===== src/rtl/logic_unit_pkg.sv =====
// Shared types for the multi-cycle bitwise logic unit: opcodes, FSM states and
// a helper that sizes the chunk counter.
package logic_unit_pkg;

  typedef logic [2:0] opcode_t;

  localparam opcode_t OP_NOT  = 3'b000;
  localparam opcode_t OP_AND  = 3'b001;
  localparam opcode_t OP_OR   = 3'b010;
  localparam opcode_t OP_XOR  = 3'b011;
  localparam opcode_t OP_NAND = 3'b100;
  localparam opcode_t OP_NOR  = 3'b101;
  localparam opcode_t OP_XNOR = 3'b110;
  localparam opcode_t OP_PASS = 3'b111;

  typedef enum logic [1:0] {
    IDLE = 2'd0,
    BUSY = 2'd1,
    DONE = 2'd2
  } state_t;

  // A single-chunk operation still needs a 1-bit counter.
  function automatic int cnt_width(input int n);
    return (n > 1) ? $clog2(n) : 1;
  endfunction

endpackage


===== src/rtl/logic_slice.sv =====
// Combinational CHUNK-bit slice implementing the eight bitwise operations.
module logic_slice
  import logic_unit_pkg::*;
#(
  parameter int CHUNK = 8
) (
  input  opcode_t          op_i,
  input  logic [CHUNK-1:0] a_i,
  input  logic [CHUNK-1:0] b_i,
  output logic [CHUNK-1:0] y_o
);

  always_comb begin
    // NOTE: every combinational output gets a default first so no path can infer a latch.
    y_o = a_i;
    case (op_i)
      OP_NOT:  y_o = ~a_i;
      OP_AND:  y_o = a_i & b_i;
      OP_OR:   y_o = a_i | b_i;
      OP_XOR:  y_o = a_i ^ b_i;
      OP_NAND: y_o = ~(a_i & b_i);
      OP_NOR:  y_o = ~(a_i | b_i);
      OP_XNOR: y_o = ~(a_i ^ b_i);
      OP_PASS: y_o = a_i;
      default: y_o = a_i;
    endcase
  end

endmodule


===== src/rtl/logic_unit_seq.sv =====
// Multi-cycle bitwise logic unit: latches operands on accept, computes CHUNK bits
// per cycle LSB first, then presents result and zero flag until consumed.
module logic_unit_seq
  import logic_unit_pkg::*;
#(
  parameter int WIDTH = 32,
  parameter int CHUNK = 8
) (
  input  logic             clk_i,
  input  logic             rst_i,
  input  logic             in_valid_i,
  output logic             in_ready_o,
  input  opcode_t          op_i,
  input  logic [WIDTH-1:0] a_i,
  input  logic [WIDTH-1:0] b_i,
  output logic             out_valid_o,
  input  logic             out_ready_i,
  output logic [WIDTH-1:0] result_o,
  output logic             zero_o
);

  localparam int N     = WIDTH / CHUNK;
  localparam int CNT_W = cnt_width(N);
  localparam logic [CNT_W-1:0] CNT_LAST = CNT_W'(N - 1);

  if (WIDTH % CHUNK != 0) begin : g_chunk_check
    $fatal(1, "logic_unit_seq: CHUNK (%0d) must divide WIDTH (%0d)", CHUNK, WIDTH);
  end

  state_t           state_q, state_d;
  logic [CNT_W-1:0] cnt_q, cnt_d;
  logic [WIDTH-1:0] a_q, a_d, b_q, b_d;
  opcode_t          op_q, op_d;
  logic [WIDTH-1:0] result_q, result_d;
  logic             zero_q, zero_d;

  logic             accept;
  logic [CHUNK-1:0] a_chunk, b_chunk, y_chunk;

  assign a_chunk = a_q[cnt_q*CHUNK +: CHUNK];
  assign b_chunk = b_q[cnt_q*CHUNK +: CHUNK];

  logic_slice #(.CHUNK(CHUNK)) u_slice (
    .op_i (op_q),
    .a_i  (a_chunk),
    .b_i  (b_chunk),
    .y_o  (y_chunk)
  );

  // State register.
  always_ff @(posedge clk_i or posedge rst_i) begin
    // NOTE: sequential state uses non-blocking assignments so all registers update together.
    if (rst_i) state_q <= IDLE;
    else       state_q <= state_d;
  end

  // Next-state logic.
  always_comb begin
    state_d = state_q;
    unique case (state_q)
      IDLE:    if (in_valid_i)        state_d = BUSY;
      BUSY:    if (cnt_q == CNT_LAST) state_d = DONE;
      DONE:    if (out_ready_i)       state_d = IDLE;
      default:                        state_d = IDLE;
    endcase
  end

  // Outputs.
  always_comb begin
    in_ready_o  = (state_q == IDLE);
    out_valid_o = (state_q == DONE);
    result_o    = result_q;
    zero_o      = zero_q;
  end

  assign accept = in_valid_i && (state_q == IDLE);

  // Datapath next-state: unwritten result chunks keep their old contents.
  always_comb begin
    a_d      = a_q;
    b_d      = b_q;
    op_d     = op_q;
    cnt_d    = cnt_q;
    result_d = result_q;
    zero_d   = zero_q;
    if (accept) begin
      a_d   = a_i;
      b_d   = b_i;
      op_d  = op_i;
      cnt_d = '0;
    end else if (state_q == BUSY) begin
      result_d[cnt_q*CHUNK +: CHUNK] = y_chunk;
      cnt_d = cnt_q + 1'b1;
      // Zero is taken from the full result including the chunk written now.
      if (cnt_q == CNT_LAST) zero_d = (result_d == '0);
    end
  end

  always_ff @(posedge clk_i or posedge rst_i) begin
    if (rst_i) begin
      a_q      <= '0;
      b_q      <= '0;
      op_q     <= OP_NOT;
      cnt_q    <= '0;
      result_q <= '0;
      zero_q   <= 1'b0;
    end else begin
      a_q      <= a_d;
      b_q      <= b_d;
      op_q     <= op_d;
      cnt_q    <= cnt_d;
      result_q <= result_d;
      zero_q   <= zero_d;
    end
  end

endmodule


===== config.mk =====
export PLATFORM = sky130hd
export DESIGN_NAME = logic_unit_seq
export DESIGN_NICKNAME = d
export VERILOG_FILES = /design/src/rtl/logic_unit_pkg.sv /design/src/rtl/logic_slice.sv /design/src/rtl/logic_unit_seq.sv
export SDC_FILE = /design/constraint.sdc
export NUM_CORES = 1
export LEC_CHECK = 0
export CORE_MARGIN = 4
export CORE_UTILIZATION = 56
export CTS_BUF_LIST = sky130_fd_sc_hd__clkbuf_4 sky130_fd_sc_hd__clkbuf_8 sky130_fd_sc_hd__clkbuf_16
export DETAILED_ROUTE_END_ITERATION = 16
export PLACE_DENSITY = 0.87
export SLEW_MARGIN = 20
export SYNTH_ARGS = -nofsm -noshare
export SYNTH_HDL_FRONTEND = slang
export SYNTH_SLANG_ARGS = --single-unit

===== constraint.sdc =====
create_clock -name clk_i -period 10.8 [get_ports clk_i]
set_input_delay 2.16 -clock clk_i [delete_from_list [all_inputs] [get_ports clk_i]]
set_output_delay 2.16 -clock clk_i [all_outputs]
set_load 0.01 [all_outputs]

* Word level (Yosys, flattened, before mapping) *
Index checks and enable logic that the tools add are counted.

word-level totals
  flip-flop bits (word level) = 104
  input port bits = 71
  output and inout bits = 35
  word-level logic and storage cells = 50

cells by class
  add/subtract/negate cells = 2
  equality and inequality tests = 13
  shifts and indexed selects = 4
  multiplexer cells = 8
  bitwise operators = 8
  reduce and logical (&&, ||, !) cells = 8

operators with widths
  kind                                                    count
  one-hot mux 8 bit (8 select lines)                      1
  indexed part select 32 x 6 -> 8 bit                     2
  negation 5 -> 34 bit                                    1
  variable shift 8 x 34 -> 32 bit (first input constant)  1
  indexed part select 8 x 34 -> 32 bit                    1
  bitwise mux 32 bit                                      1
  logical NOT 32 bit                                      1
  inverter 8 bit                                          4
  equality test 3 bit (second input constant)             4
  two-way mux 2 bit                                       5
  bitwise AND 8 bit                                       1
  OR 8 bit                                                1
  XOR 8 bit                                               1
  equality test 3 x 2 -> 1 bit (second input constant)    2
  one-hot mux 2 bit (3 select lines)                      1
  AND reduction 3 bit                                     2
  equality test 2 bit (second input constant)             2
  != test 2 x 1 -> 1 bit (second input constant)          2
  equality test 3 x 1 -> 1 bit (second input constant)    1
  logical NOT 3 bit                                       1
  adder 2 x 1 -> 2 bit (second input constant)            1
  equality test 2 x 1 -> 1 bit (second input constant)    1
  logical NOT 2 bit                                       1
  != test 2 bit (second input constant)                   1
  other kinds (4)                                         4

* Depth between registers and ports, before layout *
Gate-level depths: netlist (run 1).

  word-level depth = 7
  gate-level depth with buffers = 12
  depth with buffers taken out = 10

* Modules after synthesis *
A second synthesis (run 1) with hierarchy kept.

unflattened totals
  cells, all modules = 575
  area, all modules = 5452.7 sq um

modules (own cells, without submodules)
  module          instances  cells an instance  area each (sq um)  sequential area each (sq um)
  logic_unit_seq  1          452                4609.4             2602.5
  logic_slice     1          123                843.3              0.0

* Worst setup path after synthesis (run 1) *
OpenSTA, ideal clock, no wires.

  path type = reg2reg
  from = register cnt_q[0]
  to = register zero_q, in the netlist zero_o
  setup time = 0.124 ns
  arrival = 3.012 ns
  data required time = 10.676 ns
  path slack = 7.664 ns
  stages on the path, launching flop included = 13
  buffers on the path = 2
  path through = dfrtp_1 > buf_4 > buf_2 > mux4_2 > inv_1 > ha_1 > or2_2 > o221ai_1 > a21oi_1 > or2_2 > o2111ai_1 > o31a_1 > nor3_1

on the way
  longest elaborated chain between the ends = 7
  elaborated cells between the ends (all ways) = 17

ends and longest elaborated chain
  what                                                           RTL line                                                 text
  start, declared                                                logic_unit_seq.sv:31                                     logic [CNT_W-1:0] cnt_q, cnt_d;
  start signal, assigned                                         logic_unit_seq.sv:111                                    cnt_q <= cnt_d;
  indexed part select 32 x 6 -> 8 bit, on equally long branches  logic_unit_seq.sv:40, logic_unit_seq.sv:41
  XOR 8 bit, or another cell as far along                        logic_slice.sv:20, logic_slice.sv:23
  inverter 8 bit, on equally long branches                       logic_slice.sv:23, logic_slice.sv:21, logic_slice.sv:22
  one-hot mux 8 bit (8 select lines)                             logic_slice.sv:16                                        case (op_i)
  indexed part select 8 x 34 -> 32 bit                           logic_unit_seq.sv:92                                     result_d[cnt_q*CHUNK +: CHUNK] = y_chunk;
  bitwise mux 32 bit                                             logic_unit_seq.sv:92
  logical NOT 32 bit                                             logic_unit_seq.sv:95                                     if (cnt_q == CNT_LAST) zero_d = (result_d == '0);
  end signal, assigned                                           logic_unit_seq.sv:113                                    zero_q <= zero_d;
  end, declared                                                  logic_unit_seq.sv:35                                     logic zero_q, zero_d;

Several ways; a longest one is shown, not always the timed one.
A chain may end at the register's enable or synchronous reset.

* Worst setup path after layout (run 1) *
  from = register state_q[0]
  to = output port in_ready_o

on the way
  longest elaborated chain between the ends = 1

ends and longest elaborated chain
  what                    RTL line              text
  start, declared         logic_unit_seq.sv:30  state_t state_q, state_d;
  start signal, assigned  logic_unit_seq.sv:54  else state_q <= state_d;
  logical NOT 2 bit       logic_unit_seq.sv:70  in_ready_o = (state_q == IDLE);
  end, declared           logic_unit_seq.sv:12  output logic in_ready_o,

Every way passes these cells.

==> summary.txt, run 1 <==
Outcome
  • Outcome: completed

STA
  • Fin Setup TNS: 0 ns
  • Final worst path period share: 37.1%
  • Worst rel slew slack: 27.8%
  • Setup violators final: 0
  • Tightest Pin Transition: 1.08 ns
  • Max Transition Viols Final: 0
  • Final hold violations: 0
  • Worst Skew: approximately 0.014 ns
  • RSZ-0062 raised after global routing: false
  • FMAX: 250 MHz
  • Final min period: 4.00 ns

Synth
  • Post-synth EDFFs: 0
  • Cell variety after synth: 48
  • Syn avg cell area: 9.20 sq um
  • Post-synth top area share: ~48%
  • Main synth FF type: dfrtp_1
  • Post-synthesis sequential area ratio: 47.9%
  • Synth warn: 0
  • Post-Syn Area: 5430 sq um
  • Count leader, synth: nand2_1
  • Top cells by area, synth: dfrtp_1 (48%), nand2_1 (16%), mux4_2 (6.6%)
  • Gate Count Post-Synth: 590
  • Syn Nets: roughly 680
  • Synth top cells by count: nand2_1 (236), dfrtp_1 (104), o21ai_0 (26)
  • Asr flop ratio synth: 100%
  • Synth Register Bits: 104
  • Cell taking the most area after synthesis: dfrtp_1

Layout
  • Final instance area: 6710 sq um
  • Register area: 2600 sq um
  • Layout cells sized above 1: approximately 7.8%
  • Multi-input logic area: approximately 2600 sq um
  • Nets: 771
  • Area Overhead vs Synth: 23.6%
  • Ant diodes: 0
  • Filler cells: 704

Floorplanning
  • DIE WIDTH: 106 microns
  • Initial core utilization: 58.2%
  • Row count: 35
  • IO Pins: about 110
  • Die Y: 106 microns
  • Core ar.: just over 9000 sq um
  • Die area: between 10,000 and 15,000 sq um

Hold path
  • HP Class: reg2reg
  • Hold_sp: a_q[29]

Clock network
  • Number of buffers created by CTS: 9
  • CTS tree: yes
  • Post-CTS Resized: 0
  • Sink Count: 104
  • Root buffer selected by CTS: clkbuf_8
  • Longest Clk Path Bufs: 2
  • CTS HTree Levels: 3
  • # hold bufs at CTS: 0
  • Reg clk slew, reported paths: ~0.10 ns
  • Post CTS Setup Buffer Count: 0
  • Latest clock arrival within the worst-skew pair: 0.37 ns

Global routing
  • Total track usage: 23.9%
  • Largest net degree at the start of global routing: 72
  • Initial antenna violation count: 0
  • First-pass GRT wire length: 21,800 microns
  • Vias in the first global route: 4,598
  • GR Overflow Total: 0

Routing
  • DR DRC count: 0
  • WL/cell: 16.2 microns
  • DRT Wirelength: between 10,000 and 15,000 microns
  • DR iter-0 viols: roughly 280
  • Routed Antenna Nets: 0
  • DR vias: roughly 4,600
  • Vias per Instance: 5.68
  • DRT Pass-1 Iters: 7

Setup path
  • CP Launch Type: flip-flop
  • Setup crit end kind: output port
  • Critical path class: reg2out
  • Setup crit start: state_q[0]
  • RR Startpoint: cnt_q[0]
  • Worst EP required: 8.64 ns
  • Crit Path Max Fanout: 4
  • Worst Path Arrival: 1.84 ns

Power
  • Leak pwr: 3.16 nW
  • PD cells: 316 nW/um^2
  • Maximum vdd drop: 170 uV

Placed design
  • Placed Area: between 6000 and 7000 sq um
  • Detailed placer's ending HPWL: approximately 9500 microns
  • Port Buffers: 105
  • RD Place Congestion: 0.937

Job
  • Max cap viols: 0
==> layer usage <==
metal | part of all wire (%) | vias up | GRT usage, %
met5 | 0 | - | 0
met4 | 2.1 | 0 | 7.21
met3 | 7.0 | 24 | 4.80
met2 | 49 | 188 | 40.2
met1 | 42 | 2223 | 31.5
li1 | - | 2180 | -
==> critical path, cell delays in order, from the launching register on <==
cell and delay (ns):
dfrtp_1 0.41, nor2_1 0.43, clkdlybuf4s50_1 0.64
==> state kept, by name (all words and copies together) (netlist names) <==
signal / cells
cnt_q: 2
a_q: 32
op_q: 3
b_q: 32
zero_o: 1
result_o: 32
state_q: 2
==> cell families (layout without fill, tap and decap cells) <==
| kind of cell | Yosys count | count (layout) | share of synthesized area, % |
|---|---|---|---|
| muxes | 25 | 25 | 8.43 |
| and+or+nand+nor | 302 | 302 | 23.5 |
| DFF | 104 | 104 | 47.9 |
| buffers and inverters | 53 | 146 | 4.29 |
| AOI/OAI and AO/OA | 84 | 84 | 10.8 |
| adders and majority gates | 22 | 22 | 5.07 |
==> placed cells by master (no fill, tap or decap), types with 8 or more instances in the layout <==
| cell | synthesis | routed |
|---|---|---|
| nand2_1 | 236 | 235 |
| clkdlybuf4s50_1 | 0 | 105 |
| dfrtp_1 | 104 | 104 |
| o21ai_0 | 26 | 26 |
| inv_1 | 23 | 22 |
| ha_1 | 22 | 22 |
| a22o_1 | 18 | 18 |
| mux4_2 | 16 | 16 |
| nor2_1 | 13 | 13 |
| a21oi_1 | 10 | 10 |
| clkbuf_8 | 0 | 10 |
| nor4_1 | 9 | 9 |
| nand3_1 | 8 | 8 |
==> path summary, 6_finish.rpt <==
| kind | endpoint | slack (ns) | cells past startpoint |
|---|---|---|---|
| min in group asynchronous | result_o[29] | 2.15 | 2 |
| hold / removal | a_q[29] | 0.48 | 2 |
| max in group asynchronous | b_q[27] | 7.44 | 3 |
| hold reg to reg | a_q[29] | 0.48 | 2 |
| setup / recovery | in_ready_o | 6.80 | 2 |
| setup reg to reg | zero_o | 7.12 | 11 |
==> through the flow <==
stage | power (mW) | util, % | cells | hold WS, ns | worst slack (ns)
floorplan | 1.51 | - | 590 | 0.440 | 5.91
global placement | 1.80 | 69.9 | 796 | 0.453 | 6.87
detailed placement | 1.87 | 69.9 | 796 | 0.460 | 6.80
CTS | 2.11 | 71.9 | 812 | 0.483 | 6.91
global route | 2.28 | 72.0 | 812 | 0.497 | 6.76
finish | 2.12 | 72.0 | 812 | 0.479 | 6.80
==> cell type report <==
cell class                      count  area share [%]
Timing Repair Buffer              107            15.9
Clock inverter                      5           0.652
Inverter                           23            1.32
Multi-Input combinational cell    433            38.8
Tap cell                          129            2.40
Sequential cell                   104            38.8
Clock buffer                       11            2.16
==> report_power, final <==
part / internal, mW / switching, mW
Clock: 0.0968 / 0.139
Combinational: 0.519 / 0.655
Sequential: 0.551 / 0.158
Total: 1.17 / 0.951
No activity file was read; power rests on OpenSTA's default activity.
==> inputs of run 2 (changes only) <==
--- a/config.mk
+++ b/config.mk
@@ -6,10 +6,10 @@
 export NUM_CORES = 1
 export LEC_CHECK = 0
 export CORE_MARGIN = 4
-export CORE_UTILIZATION = 56
+export CORE_UTILIZATION = 52
 export CTS_BUF_LIST = sky130_fd_sc_hd__clkbuf_4 sky130_fd_sc_hd__clkbuf_8 sky130_fd_sc_hd__clkbuf_16
 export DETAILED_ROUTE_END_ITERATION = 16
-export PLACE_DENSITY = 0.87
+export PLACE_DENSITY = 0.82
 export SLEW_MARGIN = 20
 export SYNTH_ARGS = -nofsm -noshare
 export SYNTH_HDL_FRONTEND = slang
==> constraint.sdc (replaced) <==
create_clock -name clk_i -period 4.1 [get_ports clk_i]
set_input_delay 0.82 -clock clk_i [delete_from_list [all_inputs] [get_ports clk_i]]
set_output_delay 0.82 -clock clk_i [all_outputs]
set_load 0.01 [all_outputs]
==> summary.txt, run 2 (synthesis results as in run 1) <==
Clock network
  • CTS HTree Levels: 3
  • Post CTS Setup Buffer Count: 0
  • Latest clock arrival within the worst-skew pair: 0.37 ns
  • Sink Count: 104
  • Post-CTS Resized: 0
  • Reg clk slew, reported paths: roughly 0.1 ns
  • # hold bufs at CTS: 0
  • Root buffer selected by CTS: clkbuf_8
  • CTS tree: yes
  • Number of buffers created by CTS: 9
  • Longest Clk Path Bufs: 2

Setup path
  • Worst Path Arrival: 3.74 ns
  • Critical-path cell list: buf_4, mux4_2, ha_1, mux2_2, o221ai_1, a221oi_1, a21o_1, nor2_1, o31a_1, nor3_1
  • Critical path class: reg2reg
  • Slowest stage delay, CP: 0.75 ns
  • Setup crit end kind: flip-flop
  • Slowest stage cell on the critical path: dfrtp_1
  • Crit Path Max Fanout: 12
  • RR Startpoint: cnt_q[0]
  • Setup crit start: cnt_q[0]
  • CP Launch Type: flip-flop
  • Worst EP required: between 4 and 5 ns

Global routing
  • GR Util met3: between 4 and 5%
  • GR Overflow Total: 0
  • Total track usage: 23.4%
  • Busiest layer in global routing: met2
  • Initial antenna violation count: 0
  • GR Util met2: 39.4%
  • Met1 Use GR: 31.5%
  • First-pass GRT wire length: approximately 22,000 microns
  • Largest net degree at the start of global routing: 71
  • Vias in the first global route: 4,518

Routing
  • DR DRC count: 0
  • DR vias: 4,546
  • Routed Antenna Nets: 0
  • DR iter-0 viols: 342
  • Vias per Instance: 5.50
  • DRT Pass-1 Iters: 5
  • WL/cell: 16.6 microns
  • DRT Wirelength: about 14,000 microns

Layout
  • Area Overhead vs Synth: 24.7%
  • Filler cells: 818
  • Commonest non-fill, non-tap cell in the layout: nand2_1
  • Ant diodes: 0
  • Layout cells sized above 1: between 8 and 9%
  • Nets: 778
  • Commonest non-fill, non-tap cells in the layout: nand2_1 (235), clkdlybuf4s50_1 (105), dfrtp_1 (103), o21ai_0 (26)
  • Util after Layout: 66.2%
  • Final instance area: 6770 sq um

STA
  • Setup violators final: 0
  • Final min period: 3.45 ns
  • Worst Skew: 0.0174 ns
  • Tightest Pin Transition: 0.876 ns
  • Final hold violations: 0
  • Final worst path period share: a little over four fifths
  • Worst rel slew slack: between 40% and 50%
  • Fin Setup TNS: 0 ns
  • Max Transition Viols Final: 0
  • RSZ-0062 raised after global routing: false
  • FMAX: around 290 MHz
  • Post-route worst setup slack: 0.651 ns
  • Fin Hold WS: 0.488 ns

Floorplanning
  • Die Y: 110 microns
  • IO Pins: 106
  • Initial core utilization: 53.1%
  • Core ar.: 10,200 sq um
  • DIE WIDTH: about 110 microns
  • Die area: 12,100 sq um
  • Row count: 37

Power
  • Cell Int Power: 3.12 mW
  • Clock power share: 10.9%
  • Maximum vdd drop: approximately 500 uV
  • Sw Ratio: 44.9%
  • Reg power frac: about 33%
  • Leak pwr: 3.19 nW
  • PD cells: around 840 nW/um^2
  • Switching power: 2.55 mW
  • Comb pwr share: about 56%

Hold path
  • HP Class: reg2reg
  • Hold_sp: b_q[1]

Placed design
  • Port Buffers: 105
  • Setup WS pre-CTS: 0.656 ns
  • RD Place Congestion: 0.882
  • Detailed placer's ending HPWL: around 10,000 microns
  • Placed Area: 6580 sq um

Outcome
  • Outcome: completed

Job
  • Max cap viols: 0
## run 2: changes by cell type in the layout (fill, tap and decap cells not counted), sizes merged
| cell | delta |
|---|---|
| clkinv | +2 |
| clkbuf | -2 |
| buf | +7 |
## run 2: power groups by stage
| stage | logic, mW | clock network [mW] | registers, mW |
|---|---|---|---|
| finish | 3.17 | 0.616 | 1.89 |
| global route | 3.50 | 0.663 | 1.95 |
| CTS | 3.17 | 0.622 | 1.88 |
| detailed placement | 3.15 | 0 | 1.90 |
| global placement | 3.01 | 0 | 1.87 |
| floorplan | 2.28 | 0 | 1.71 |
## run 2: path summary, 6_finish.rpt
kind	to	slack [ns]	cells after the start
max	zero_o	0.65	10
min	b_q[1]	0.49	2
max reg2reg	zero_o	0.65	10
min reg2reg	b_q[1]	0.49	2
max in group asynchronous	result_o[18]	2.35	3
min in group asynchronous	result_o[4]	0.88	2
## run 2: final cells by class
class,count,area (sq um),share of cell area [%]
clock buffer,9,124,1.83
multi-input combinational,433,2610,38.5
inverter,23,88.8,1.31
sequential,104,2600,38.5
timing repair buffer,114,1120,16.5
tap,136,170,2.51
clock inverter,7,61.3,0.905
## run 2: through the flow
step	total power, mW	instances
2_1_floorplan	3.98	590
3_3_place_gp	4.87	810
3_5_place_dp	5.05	810
4_1_cts	5.67	826
5_1_grt	6.12	826
6_report	5.67	826
## run 2: worst max-delay path: cells and delay by family, from the launching register on
| kind | cells | cell delay [ns] |
|---|---|---|
| compound gates | 4 | 1.06 |
| mux | 2 | 0.79 |
| flops | 1 | 0.75 |
| buf+inv | 1 | 0.28 |
| simple gates | 2 | 0.25 |
| fa+ha+maj | 1 | 0.23 |
## run 2: per-layer routing
metal	routed length [microns]	part of all wire, %	vias up
met5	0	0	-
met2	6820	50	146
met4	156	1.1	0
met1	5950	43	2188
li1	-	-	2198
met3	744	5.4	14
==> inputs of run 3 (changes only) <==
--- a/config.mk
+++ b/config.mk
@@ -6,10 +6,10 @@
 export NUM_CORES = 1
 export LEC_CHECK = 0
 export CORE_MARGIN = 4
-export CORE_UTILIZATION = 52
+export CORE_UTILIZATION = 47
 export CTS_BUF_LIST = sky130_fd_sc_hd__clkbuf_4 sky130_fd_sc_hd__clkbuf_8 sky130_fd_sc_hd__clkbuf_16
 export DETAILED_ROUTE_END_ITERATION = 16
-export PLACE_DENSITY = 0.82
+export PLACE_DENSITY = 0.78
 export SLEW_MARGIN = 20
 export SYNTH_ARGS = -nofsm -noshare
 export SYNTH_HDL_FRONTEND = slang
==> constraint.sdc (replaced) <==
create_clock -name clk_i -period 2.9 [get_ports clk_i]
set_input_delay 0.58 -clock clk_i [delete_from_list [all_inputs] [get_ports clk_i]]
set_output_delay 0.58 -clock clk_i [all_outputs]
set_load 0.01 [all_outputs]
==> summary.txt, run 3 (synthesis results as in run 1) <==
Setup path
  • Worst EP required: roughly 3.2 ns
  • Critical path class: reg2reg
  • Reg-to-reg slack, setup: 0.03 ns
  • Setup crit start: cnt_q[0]
  • Slowest stage delay, CP: approximately 0.52 ns
  • Worst Reg2Reg Path Length in Cells: 10
  • Buf/Inv on CP: 1
  • Worst r2r dst: zero_o
  • Crit Path Max Fanout: 5
  • Critical-path cell list: clkbuf_16, mux4_2, ha_2, or4b_4, o221a_2, o21bai_1, a32o_1, nor3_2, a31oi_1, nor3_1
  • CP Launch Type: flip-flop
  • Worst Path Arrival: 3.13 ns
  • Setup crit end kind: flip-flop
  • Slowest stage cell on the critical path: mux4_2
  • RR Startpoint: cnt_q[0]
  • CP top delay family: simple AND/OR/NAND/NOR gates

Power
  • Maximum vdd drop: ~670 uV
  • PD cells: 1260 nW/um^2
  • Leak pwr: around 3.3 nW
  • PnR Total Power: 8.99 mW

STA
  • Tightest Pin Transition: 0.831 ns
  • Final worst path period share: 98.9%
  • FMAX: 349 MHz
  • Max Transition Viols Final: 0
  • Fin Setup TNS: 0 ns
  • Setup violators final: 0
  • Worst Skew: 0.00535 ns
  • Final hold violations: 0
  • Post-route worst setup slack: a little over 0.03 ns
  • RSZ-0062 raised after global routing: true
  • Final min period: 2.87 ns
  • Worst rel slew slack: 44.5%

Global routing
  • Total track usage: 22.3%
  • Vias in the first global route: 4,815
  • Initial antenna violation count: 0
  • First-pass GRT wire length: roughly 23,000 microns
  • GR Overflow Total: 0
  • Largest net degree at the start of global routing: 105

Routing
  • DR iter-0 viols: 333
  • DR vias: 4,640
  • Routed Antenna Nets: 0
  • WL/cell: 16.7 microns
  • Vias per Instance: approximately 5.5
  • DRT Pass-1 Iters: 4
  • DR DRC count: 0
  • DRT Wirelength: 14,100 microns

Floorplanning
  • Die area: 13,300 sq um
  • Row count: 38
  • Die Y: 115 microns
  • Initial core utilization: 49.0%
  • IO Pins: 106
  • Core ar.: 11,100 sq um
  • DIE WIDTH: 115 microns

Layout
  • Area Overhead vs Synth: 31.5%
  • Commonest non-fill, non-tap cells in the layout: nand2_1 (235), clkdlybuf4s50_1 (105), dfrtp_1 (103), o21ai_0 (24), inv_1 (22)
  • Util after Layout: between 60 and 70%
  • Ant diodes: 0
  • Layout cells sized above 1: a little under an eighth
  • Multi-input logic area: approximately 2600 sq um
  • Final instance area: 7140 sq um
  • Filler cells: just over 900
  • Register area: approximately 2600 sq um
  • Commonest non-fill, non-tap cell in the layout: nand2_1
  • Nets: ~800

Hold path
  • Hold_sp: b_q[16]
  • HP Class: reg2reg
  • Hold endpoint: b_q[16]
  • Hold path depth: 2

Placed design
  • Port Buffers: 105
  • Setup WS pre-CTS: 0.0220 ns
  • RD Place Congestion: between 0.8 and 0.9
  • Placed Area: 6730 sq um
  • Detailed placer's ending HPWL: 10,200 microns

Clock network
  • Latest clock arrival within the worst-skew pair: 0.34 ns
  • Number of buffers created by CTS: 9
  • Longest Clk Path Bufs: 2
  • # hold bufs at CTS: 0
  • CTS HTree Levels: 3
  • CTS tree: yes
  • Sink Count: between 100 and 150
  • Root buffer selected by CTS: clkbuf_16
  • Reg clk slew, reported paths: 0.07 ns

Outcome
  • Outcome: completed

Job
  • Max cap viols: 0
==> run 3: power breakdown <==
group,switching (mW),total (mW),internal [mW]
Sequential,0.491,2.55,2.06
Clock,0.530,1.29,0.763
Combinational,2.74,5.14,2.40
==> run 3: how the worst max path moves through the flow <==
stage / cells after the start / end / slack [ns]
4_1_cts: 10 / zero_o / 0.04
2_1_floorplan: 11 / zero_o / 0.02
5_1_grt: 11 / zero_o / -0.05
3_5_place_dp: 10 / zero_o / 0.02
6_report: 10 / zero_o / 0.03
3_3_place_gp: 10 / zero_o / 0.11
==> run 3: per-layer routing <==
layer	share of wire [%]	vias to the layer above	track usage [%]
met5	0	-	0
met1	42	2249	28.5
li1	-	2221	-
met4	1.7	0	6.57
met2	50	152	38.3
met3	6.3	18	5.12
==> run 3: tightest hold or removal path: cells and delay by family (launching register included) <==
family	cells	cell delay, ns
AND/OR/NAND/NOR	2	0.10
flip-flops	1	0.34
==> run 3: cell type report <==
cell class,instances,area share [%]
Tap cell,140,2.45
Clock buffer,10,3.26
Multi-Input combinational cell,433,37.1
Timing Repair Buffer,130,18.3
Clock inverter,5,1.14
Inverter,23,1.26
Sequential cell,104,36.5
==> run 3: per-stage QoR <==
stage,hold slack (ns),cells
6_report,0.473,845
5_1_grt,0.498,845
4_1_cts,0.475,844
3_5_place_dp,0.459,825
3_3_place_gp,0.454,825
2_1_floorplan,0.440,590
==> run 3: what timing repair did <==
action / 4_1_cts / 5_1_grt
pin swaps: 0 / 3
cloned: 0 / 1
gates resized for setup: 0 / 11
hold endpoints to repair: 0 / 0
endpoints found under the setup margin: 1 / 7
setup buffers: 4 / 0
